`config.mk`:
```
export PLATFORM = sky130hd
export DESIGN_NAME = pca9685_motor_sched
export DESIGN_NICKNAME = d
export VERILOG_FILES = /design/src/rtl/pca9685_motor_sched.sv
export SDC_FILE = /design/constraint.sdc
export NUM_CORES = 1
export LEC_CHECK = 0
export ABC_CLOCK_PERIOD_IN_PS = 2100
export CORE_MARGIN = 4
export CORE_UTILIZATION = 29
export DETAILED_ROUTE_END_ITERATION = 16
export PLACE_DENSITY = 0.52
export REMOVE_ABC_BUFFERS = 1
export SETUP_SLACK_MARGIN = 0.02
export SYNTH_ARGS = -nofsm -noshare
export SYNTH_HDL_FRONTEND = slang
export SYNTH_SLANG_ARGS = --single-unit
```
`constraint.sdc`:
```
create_clock -name clk -period 2.1 [get_ports clk]
set_input_delay 0.63 -clock clk [delete_from_list [all_inputs] [get_ports clk]]
set_output_delay 0.63 -clock clk [all_outputs]
set_load 0.005 [all_outputs]
```
`src/rtl/pca9685_motor_sched.sv`:
```
// Round-robin scheduler sharing one PCA9685 among four motors; configures MODE1/MODE2 after reset.
// Latency: grant to first tx_valid is 2 cycles; ack/err pulse 1 cycle after the final rsp_valid.
// Backpressure: tx_* held stable until tx_ready; build macro PCA_SCHED_WDOG_EN adds per-motor idle watchdogs.
module pca9685_motor_sched #(
    parameter logic [6:0]        I2C_ADDR    = 7'h40,
    parameter int                MAX_RETRY   = 2,
    parameter int                WDOG_W      = 24,
    parameter logic [WDOG_W-1:0] WDOG_CYCLES = WDOG_W'(10_000_000)
) (
    input  logic        clk,
    input  logic        rst_n,
    input  logic [3:0]  req,
    input  logic [7:0]  cmd_dir,
    input  logic [47:0] cmd_duty,
    output logic [3:0]  ack,
    output logic [3:0]  err,
    output logic        tx_valid,
    output logic [7:0]  tx_data,
    output logic        tx_start,
    output logic        tx_stop,
    input  logic        tx_ready,
    input  logic        rsp_valid,
    input  logic        rsp_nack,
    output logic        busy,
    output logic        init_done,
    output logic [3:0]  wdog_trip
);

    typedef enum logic [2:0] {INIT0, INIT1, IDLE, SEND, WAIT, FINISH} state_t;
    typedef enum logic [1:0] {CH_OFF, CH_ON, CH_PWM} ch_kind_t;

    localparam logic [7:0] ADDR_W     = {I2C_ADDR, 1'b0};
    localparam logic [3:0] LAST_INIT  = 4'd2;
    localparam logic [3:0] LAST_MOTOR = 4'd13;

    // Enable channel: zero duty is fully off, full-scale duty is fully on.
    function automatic ch_kind_t en_kind(input logic [11:0] d);
        if (d == 12'h000) return CH_OFF;
        if (d == 12'hFFF) return CH_ON;
        return CH_PWM;
    endfunction

    // One byte of a channel word ON_L, ON_H, OFF_L, OFF_H (bit 4 of the high byte is full on/off).
    function automatic logic [7:0] chan_byte(input ch_kind_t kind, input logic [1:0] pos,
                                             input logic [11:0] d);
        logic [7:0] b;
        b = 8'h00;
        case (kind)
            CH_ON:   if (pos == 2'd1) b = 8'h10;
            CH_OFF:  if (pos == 2'd3) b = 8'h10;
            default: begin
                if (pos == 2'd2)      b = d[7:0];
                else if (pos == 2'd3) b = {4'h0, d[11:8]};
            end
        endcase
        return b;
    endfunction

    // Byte idx of the 14-byte auto-increment write covering channels 4k..4k+2.
    function automatic logic [7:0] motor_byte(input logic [3:0] idx, input logic [1:0] k,
                                              input logic [1:0] dir, input logic [11:0] d);
        logic [3:0] rel;
        ch_kind_t   ka, kb, ke, kind;
        logic [7:0] b;
        rel = idx - 4'd2;
        case (dir)
            2'b00:   begin ka = CH_OFF; kb = CH_OFF; ke = CH_OFF;     end
            2'b01:   begin ka = CH_ON;  kb = CH_OFF; ke = en_kind(d); end
            2'b10:   begin ka = CH_OFF; kb = CH_ON;  ke = en_kind(d); end
            default: begin ka = CH_ON;  kb = CH_ON;  ke = CH_ON;      end
        endcase
        case (rel[3:2])
            2'd0:    kind = ka;
            2'd1:    kind = kb;
            default: kind = ke;
        endcase
        if (idx == 4'd0)      b = ADDR_W;
        else if (idx == 4'd1) b = 8'h06 + {2'b00, k, 4'h0};
        else                  b = chan_byte(kind, rel[1:0], d);
        return b;
    endfunction

    // MODE1 = 0x20 (auto-increment), MODE2 = 0x04 (totem-pole outputs).
    function automatic logic [7:0] init_byte(input logic second, input logic [3:0] idx);
        logic [7:0] b;
        case (idx)
            4'd0:    b = ADDR_W;
            4'd1:    b = second ? 8'h01 : 8'h00;
            default: b = second ? 8'h04 : 8'h20;
        endcase
        return b;
    endfunction

    state_t      state_q, state_d;
    logic [3:0]  byte_q, byte_d;
    logic [3:0]  attempt_q, attempt_d;
    logic        wait_q, wait_d;
    logic        tx_valid_q, tx_valid_d;
    logic [7:0]  tx_data_q, tx_data_d;
    logic        tx_start_q, tx_start_d;
    logic        tx_stop_q, tx_stop_d;
    logic [1:0]  grant_q, grant_d;
    logic [1:0]  rr_q, rr_d;
    logic [1:0]  dir_q, dir_d;
    logic [11:0] duty_q, duty_d;
    logic        forced_q, forced_d;
    logic [3:0]  ack_q, ack_d;
    logic [3:0]  err_q, err_d;
    logic [3:0]  trip_q, trip_d;
    logic        init_done_q, init_done_d;

    logic [3:0]  wdog_req;
    logic [3:0]  force_grant;
    logic [3:0]  pending;
    logic        found;
    logic [1:0]  pick;

    assign pending = req | wdog_req;

    // Round-robin search starting one slot after the last granted motor.
    always_comb begin
        logic [1:0] cand;
        found = 1'b0;
        pick  = rr_q;
        cand  = 2'd0;
        for (int i = 1; i <= 4; i++) begin
            cand = rr_q + 2'(i);
            if (!found && pending[cand]) begin
                found = 1'b1;
                pick  = cand;
            end
        end
    end

    // Next-state and output decode for init, grant and byte transfer.
    always_comb begin
        state_d     = state_q;
        byte_d      = byte_q;
        attempt_d   = attempt_q;
        wait_d      = wait_q;
        tx_valid_d  = tx_valid_q;
        tx_data_d   = tx_data_q;
        tx_start_d  = tx_start_q;
        tx_stop_d   = tx_stop_q;
        grant_d     = grant_q;
        rr_d        = rr_q;
        dir_d       = dir_q;
        duty_d      = duty_q;
        forced_d    = forced_q;
        init_done_d = init_done_q;
        ack_d       = 4'h0;
        err_d       = 4'h0;
        trip_d      = 4'h0;
        force_grant = 4'h0;
        case (state_q)
            INIT0, INIT1: begin
                if (wait_q) begin
                    if (rsp_valid) begin
                        wait_d = 1'b0;
                        if (rsp_nack) begin
                            byte_d = 4'd0;
                        end else if (byte_q == LAST_INIT) begin
                            byte_d = 4'd0;
                            if (state_q == INIT0) begin
                                state_d = INIT1;
                            end else begin
                                state_d     = IDLE;
                                init_done_d = 1'b1;
                            end
                        end else begin
                            byte_d = byte_q + 4'd1;
                        end
                    end
                end else if (!tx_valid_q) begin
                    tx_valid_d = 1'b1;
                    tx_data_d  = init_byte(state_q == INIT1, byte_q);
                    tx_start_d = (byte_q == 4'd0);
                    tx_stop_d  = (byte_q == LAST_INIT);
                end else if (tx_ready) begin
                    tx_valid_d = 1'b0;
                    tx_data_d  = 8'h00;
                    tx_start_d = 1'b0;
                    tx_stop_d  = 1'b0;
                    wait_d     = 1'b1;
                end
            end
            IDLE: begin
                if (init_done_q && found) begin
                    grant_d   = pick;
                    rr_d      = pick;
                    forced_d  = !req[pick];
                    dir_d     = req[pick] ? cmd_dir[2*pick +: 2] : 2'b00;
                    duty_d    = cmd_duty[12*pick +: 12];
                    byte_d    = 4'd0;
                    attempt_d = 4'd0;
                    state_d   = SEND;
                    force_grant[pick] = !req[pick];
                end
            end
            SEND: begin
                if (!tx_valid_q) begin
                    tx_valid_d = 1'b1;
                    tx_data_d  = motor_byte(byte_q, grant_q, dir_q, duty_q);
                    tx_start_d = (byte_q == 4'd0);
                    tx_stop_d  = (byte_q == LAST_MOTOR);
                end else if (tx_ready) begin
                    tx_valid_d = 1'b0;
                    tx_data_d  = 8'h00;
                    tx_start_d = 1'b0;
                    tx_stop_d  = 1'b0;
                    state_d    = WAIT;
                end
            end
            WAIT: begin
                if (rsp_valid) begin
                    if (rsp_nack) begin
                        byte_d = 4'd0;
                        if (int'(attempt_q) < MAX_RETRY) begin
                            attempt_d = attempt_q + 4'd1;
                            state_d   = SEND;
                        end else begin
                            state_d         = FINISH;
                            ack_d[grant_q]  = !forced_q;
                            err_d[grant_q]  = !forced_q;
                            trip_d[grant_q] = forced_q;
                        end
                    end else if (byte_q == LAST_MOTOR) begin
                        state_d         = FINISH;
                        ack_d[grant_q]  = !forced_q;
                        trip_d[grant_q] = forced_q;
                    end else begin
                        byte_d  = byte_q + 4'd1;
                        state_d = SEND;
                    end
                end
            end
            default: state_d = IDLE;
        endcase
    end

    // State and output registers.
    always_ff @(posedge clk or negedge rst_n) begin
        if (!rst_n) begin
            state_q     <= INIT0;
            byte_q      <= 4'd0;
            attempt_q   <= 4'd0;
            wait_q      <= 1'b0;
            tx_valid_q  <= 1'b0;
            tx_data_q   <= 8'h00;
            tx_start_q  <= 1'b0;
            tx_stop_q   <= 1'b0;
            grant_q     <= 2'd0;
            rr_q        <= 2'd3;
            dir_q       <= 2'b00;
            duty_q      <= 12'h000;
            forced_q    <= 1'b0;
            ack_q       <= 4'h0;
            err_q       <= 4'h0;
            trip_q      <= 4'h0;
            init_done_q <= 1'b0;
        end else begin
            state_q     <= state_d;
            byte_q      <= byte_d;
            attempt_q   <= attempt_d;
            wait_q      <= wait_d;
            tx_valid_q  <= tx_valid_d;
            tx_data_q   <= tx_data_d;
            tx_start_q  <= tx_start_d;
            tx_stop_q   <= tx_stop_d;
            grant_q     <= grant_d;
            rr_q        <= rr_d;
            dir_q       <= dir_d;
            duty_q      <= duty_d;
            forced_q    <= forced_d;
            ack_q       <= ack_d;
            err_q       <= err_d;
            trip_q      <= trip_d;
            init_done_q <= init_done_d;
        end
    end

`ifdef PCA_SCHED_WDOG_EN
    logic [WDOG_W-1:0] wcnt_q [4];
    logic [3:0]        fired_q;

    // A saturated counter asks for one coast; fired_q blocks repeats until a good ack.
    always_comb begin
        wdog_req = 4'h0;
        for (int k = 0; k < 4; k++) begin
            wdog_req[k] = (wcnt_q[k] == WDOG_CYCLES) && !fired_q[k];
        end
    end

    // Per-motor idle counters, cleared by a successful ack of that motor.
    always_ff @(posedge clk or negedge rst_n) begin
        if (!rst_n) begin
            for (int k = 0; k < 4; k++) wcnt_q[k] <= '0;
            fired_q <= 4'h0;
        end else begin
            for (int k = 0; k < 4; k++) begin
                if (ack_q[k] && !err_q[k]) begin
                    wcnt_q[k]  <= '0;
                    fired_q[k] <= 1'b0;
                end else begin
                    if (init_done_q && (wcnt_q[k] != WDOG_CYCLES)) wcnt_q[k] <= wcnt_q[k] + 1'b1;
                    if (force_grant[k]) fired_q[k] <= 1'b1;
                end
            end
        end
    end
`else
    logic unused_cfg;
    assign unused_cfg = ^{WDOG_CYCLES, force_grant};
    assign wdog_req   = 4'h0;
`endif

    assign tx_valid  = tx_valid_q;
    assign tx_data   = tx_data_q;
    assign tx_start  = tx_start_q;
    assign tx_stop   = tx_stop_q;
    assign ack       = ack_q;
    assign err       = err_q;
    assign wdog_trip = trip_q;
    assign init_done = init_done_q;
    assign busy      = (state_q != IDLE);

endmodule

```
==> metrics.txt, run 1 <==
Avg WL per Cell=14.9 µm; Filler cells=1072; # placed instances=around 570; switch share=21.8%; CP Max Fanout=4; adder-cell share of the synthesized area=4.34%; status=finished clean; switching power=about 0.45 mW; HP Class=in2async; XOR/XNOR share of the synthesized area=0.276%; DPL Wire Length=6710 µm; worst r2r path cells=7; TritonRoute pass-1 iters=4; core area=10500 µm²; Longest Clk Path Bufs=2; worst slew pin tran=0.502 ns; CTS Hold Bufs=0; Post-synth top cells=dfrtp_1, nand2_1, mux2i_1; Async S/R FF share, synth=between 90% and 100%; leading cell type by number of instances after synthesis=dfrtp_1; clk_skew=roughly 0.0097 ns; Seq/Total Area, Yosys=around 44%; GRT overflow=0; DIE HEIGHT=around 110 µm; via/cell ratio=4.88; Reg area=1380 µm²; All-Layer GR Usage=13.7%; number of synthesized flops with an enable pin=0; Yosys warnings=0; largest net degree at the start of global routing=33; die area=12700 µm²; Leak=2.01 nW; H-Tree Level Count=2; WS Path Type=reg2out; Placer Congestion=0.799; Final Util=between 40% and 50%; Final #Nets=522; Hold Violations, Final=0; slew margin rel.=66.3%; first-pass GRT wire length=14300 µm; via count=~2800; Compound-Gate Fraction of Synth Area=16.9%; Arr. time, crit path=1.36 ns; clk sink count=55; Synth area leader=dfrtp_1; RSZ-0062 raised after global routing=no; Seq pwr share=a little over 50%; Reg2Reg Setup Slack=between 0.15 and 0.2 ns; fraction of layout cells with a size suffix above 1=14.5%; Critical Path Sink=busy; Clock Latency Late Sink=0.31 ns; dominant cells by area after synthesis=dfrtp_1, mux2i_1, nand2_1, o221ai_1, ha_1; syn_area_per_cell=9.63 µm²; #FFs+latches synth=55; Clock Power Share=35.9%; CP endpoint kind=output port; Post-DRT Antenna Nets=0; final setup vio count=0; initial antenna violation count=0; CTS tree=yes; Synth Area in Simple Gates=between 10% and 20%; vias in the first global route=2799; Pwr per Cell Area=444 nW/µm²; FF-to-FF End=duty_q[4]; Hold Slack=0.209 ns; number of buffers created by CTS=5; Pint=1.61 mW; I/O pin count=90; Tot Pwr=2.06 mW; max-slew violations=0; synthesized cell area=3170 µm²; Synth top area share=approximately two fifths; top_reg_cell synth=dfrtp_1; count of cell types in the netlist=55; Final Routed Wirelength=8700 µm; CTS Root Cell=clkbuf_8; largest family of logic cells by synthesized area=simple AND/OR/NAND/NOR gates; max cap viols=0; std cell rows=37; Reg clk slew, reported paths=0.10 ns; crit path launch type=flip-flop; Comb pwr share=between 10% and 20%; WP data required=1.47 ns; RR Startpoint=rr_q[1]; Initial Utilization=30.3%; starting DRC count in detailed routing=roughly 170; crit path time final=1.99 ns; Area Growth Syn to Fin=46.6%; area of the multi-input gates=1650 µm²; I/O Buffers=89; Die W=113 µm; maximum VDD drop=0.000269 V; Remaining DRCs=0; n_diodes=0; synthesized instance count=329; Finished Layout Cells=583; CP Launch Point=state_q[2]; fmax=502 MHz; post-synthesis mux area share=11.1%; Tcrit/Tclk final=between 90 and 100%
-- sequential cells by signal (all words and copies together) (netlist names) --
signal and flops:
tx_stop 1, init_done 1, forced_q 1, wdog_trip 4, byte_q 4, tx_data 8, wait_q 1, dir_q 2
rr_q 2, state_q 3, tx_start 1, duty_q 12, tx_valid 1, attempt_q 4, grant_q 2, err 4
ack 4
-- per-layer routing --
layer  wire (µm)  GRT usage (%)
met3         443           1.94
met1        4070           19.3
met4          63           2.88
met5           0              0
met2        4110           22.3
-- through the flow --
step | TNS (ns) | area, µm² | setup slack (ns)
final | 0 | 4640 | 0.109
after global routing | 0 | 4640 | 0.0261
after CTS | 0 | 4590 | 0.0836
after detailed placement | -8.80 | 4430 | -0.388
after global placement | -7.86 | 4430 | -0.370
after floorplan | -17.92 | 3080 | -1.14
-- area by class of cell --
| class | instances | area share, % |
|---|---|---|
| multi-input combinational | 239 | 35.6 |
| clock inverter | 2 | 0.755 |
| timing repair buffer | 127 | 27.1 |
| inverter | 18 | 1.46 |
| tap | 136 | 3.66 |
| clock buffer | 6 | 1.78 |
| sequential | 55 | 29.7 |
-- logic make-up after synthesis --
group                    Yosys count
AND/OR/NAND/NOR                  119
AO/OA/AOI/OAI                     73
flip-flops                        55
buffers and inverters             35
multiplexers                      35
adder cells (fa/ha/maj)           11
XOR/XNOR                           1
-- worst min path at each step --
stage | start | endpoint
3_3_place_gp | tx_start | tx_start
2_1_floorplan | rst_n | ack[0]
3_5_place_dp | tx_start | tx_start
6_report | rst_n | tx_data[4]
5_1_grt | rst_n | byte_q[1]
4_1_cts | rst_n | byte_q[1]
-- cells in the final DEF (no fill, tap or decap), drive strengths merged, types with 2 or more instances in the layout --
cell type and count:
clkdlybuf4s50 83, dfrtp 53, nand2 44, buf 38
mux2i 34, nor2 26, inv 18, o221ai 16
a21oi 14, o21ai 12, ha 11, nand3 9
nor3 8, nand4 8, clkbuf 7, nor4 6
dlygate4sd2 5, a21o 4, o22ai 3, o211ai 3
a31oi 3, nor3b 3, and3 3, o31ai 2
and2 2, nand2b 2, o21a 2, a22oi 2
dfstp 2, or4 2, a41o 2
-- power by group through the flow --
stage / Sequential [mW] / Clock (mW) / Combinational [mW]
after detailed placement: 1.08 / 0 / 0.245
final: 1.06 / 0.741 / 0.263
after global routing: 1.06 / 0.795 / 0.286
after CTS: 1.06 / 0.754 / 0.256
after floorplan: 1.08 / 0 / 0.0671
after global placement: 1.08 / 0 / 0.243
-- worst max-delay path, cell delays in order, from the launching register on --
cell and delay, ns:
dfrtp_1 0.43, nor3b_4 0.27, inv_2 0.09, dlygate4sd2_1 0.27
-- what timing repair did --
| action | 4_1_cts | 5_1_grt |
|---|---|---|
| pin swaps | 3 | 0 |
| cloned | 1 | 1 |
| setup buffers | 2 | 3 |
| setup endpoints to repair | 10 | 19 |
| resized for setup | 7 | 6 |
(Power assumes the default switching activity.)
==> inputs of run 2 (changes only) <==
Settings changed: CTS_CLUSTER_DIAMETER set to 30, GPL_ROUTABILITY_DRIVEN set to 0, SKIP_LAST_GASP set to 1.
==> results of run 2 <==
The final DEF is identical to that of run 1; final timing and power are the same.
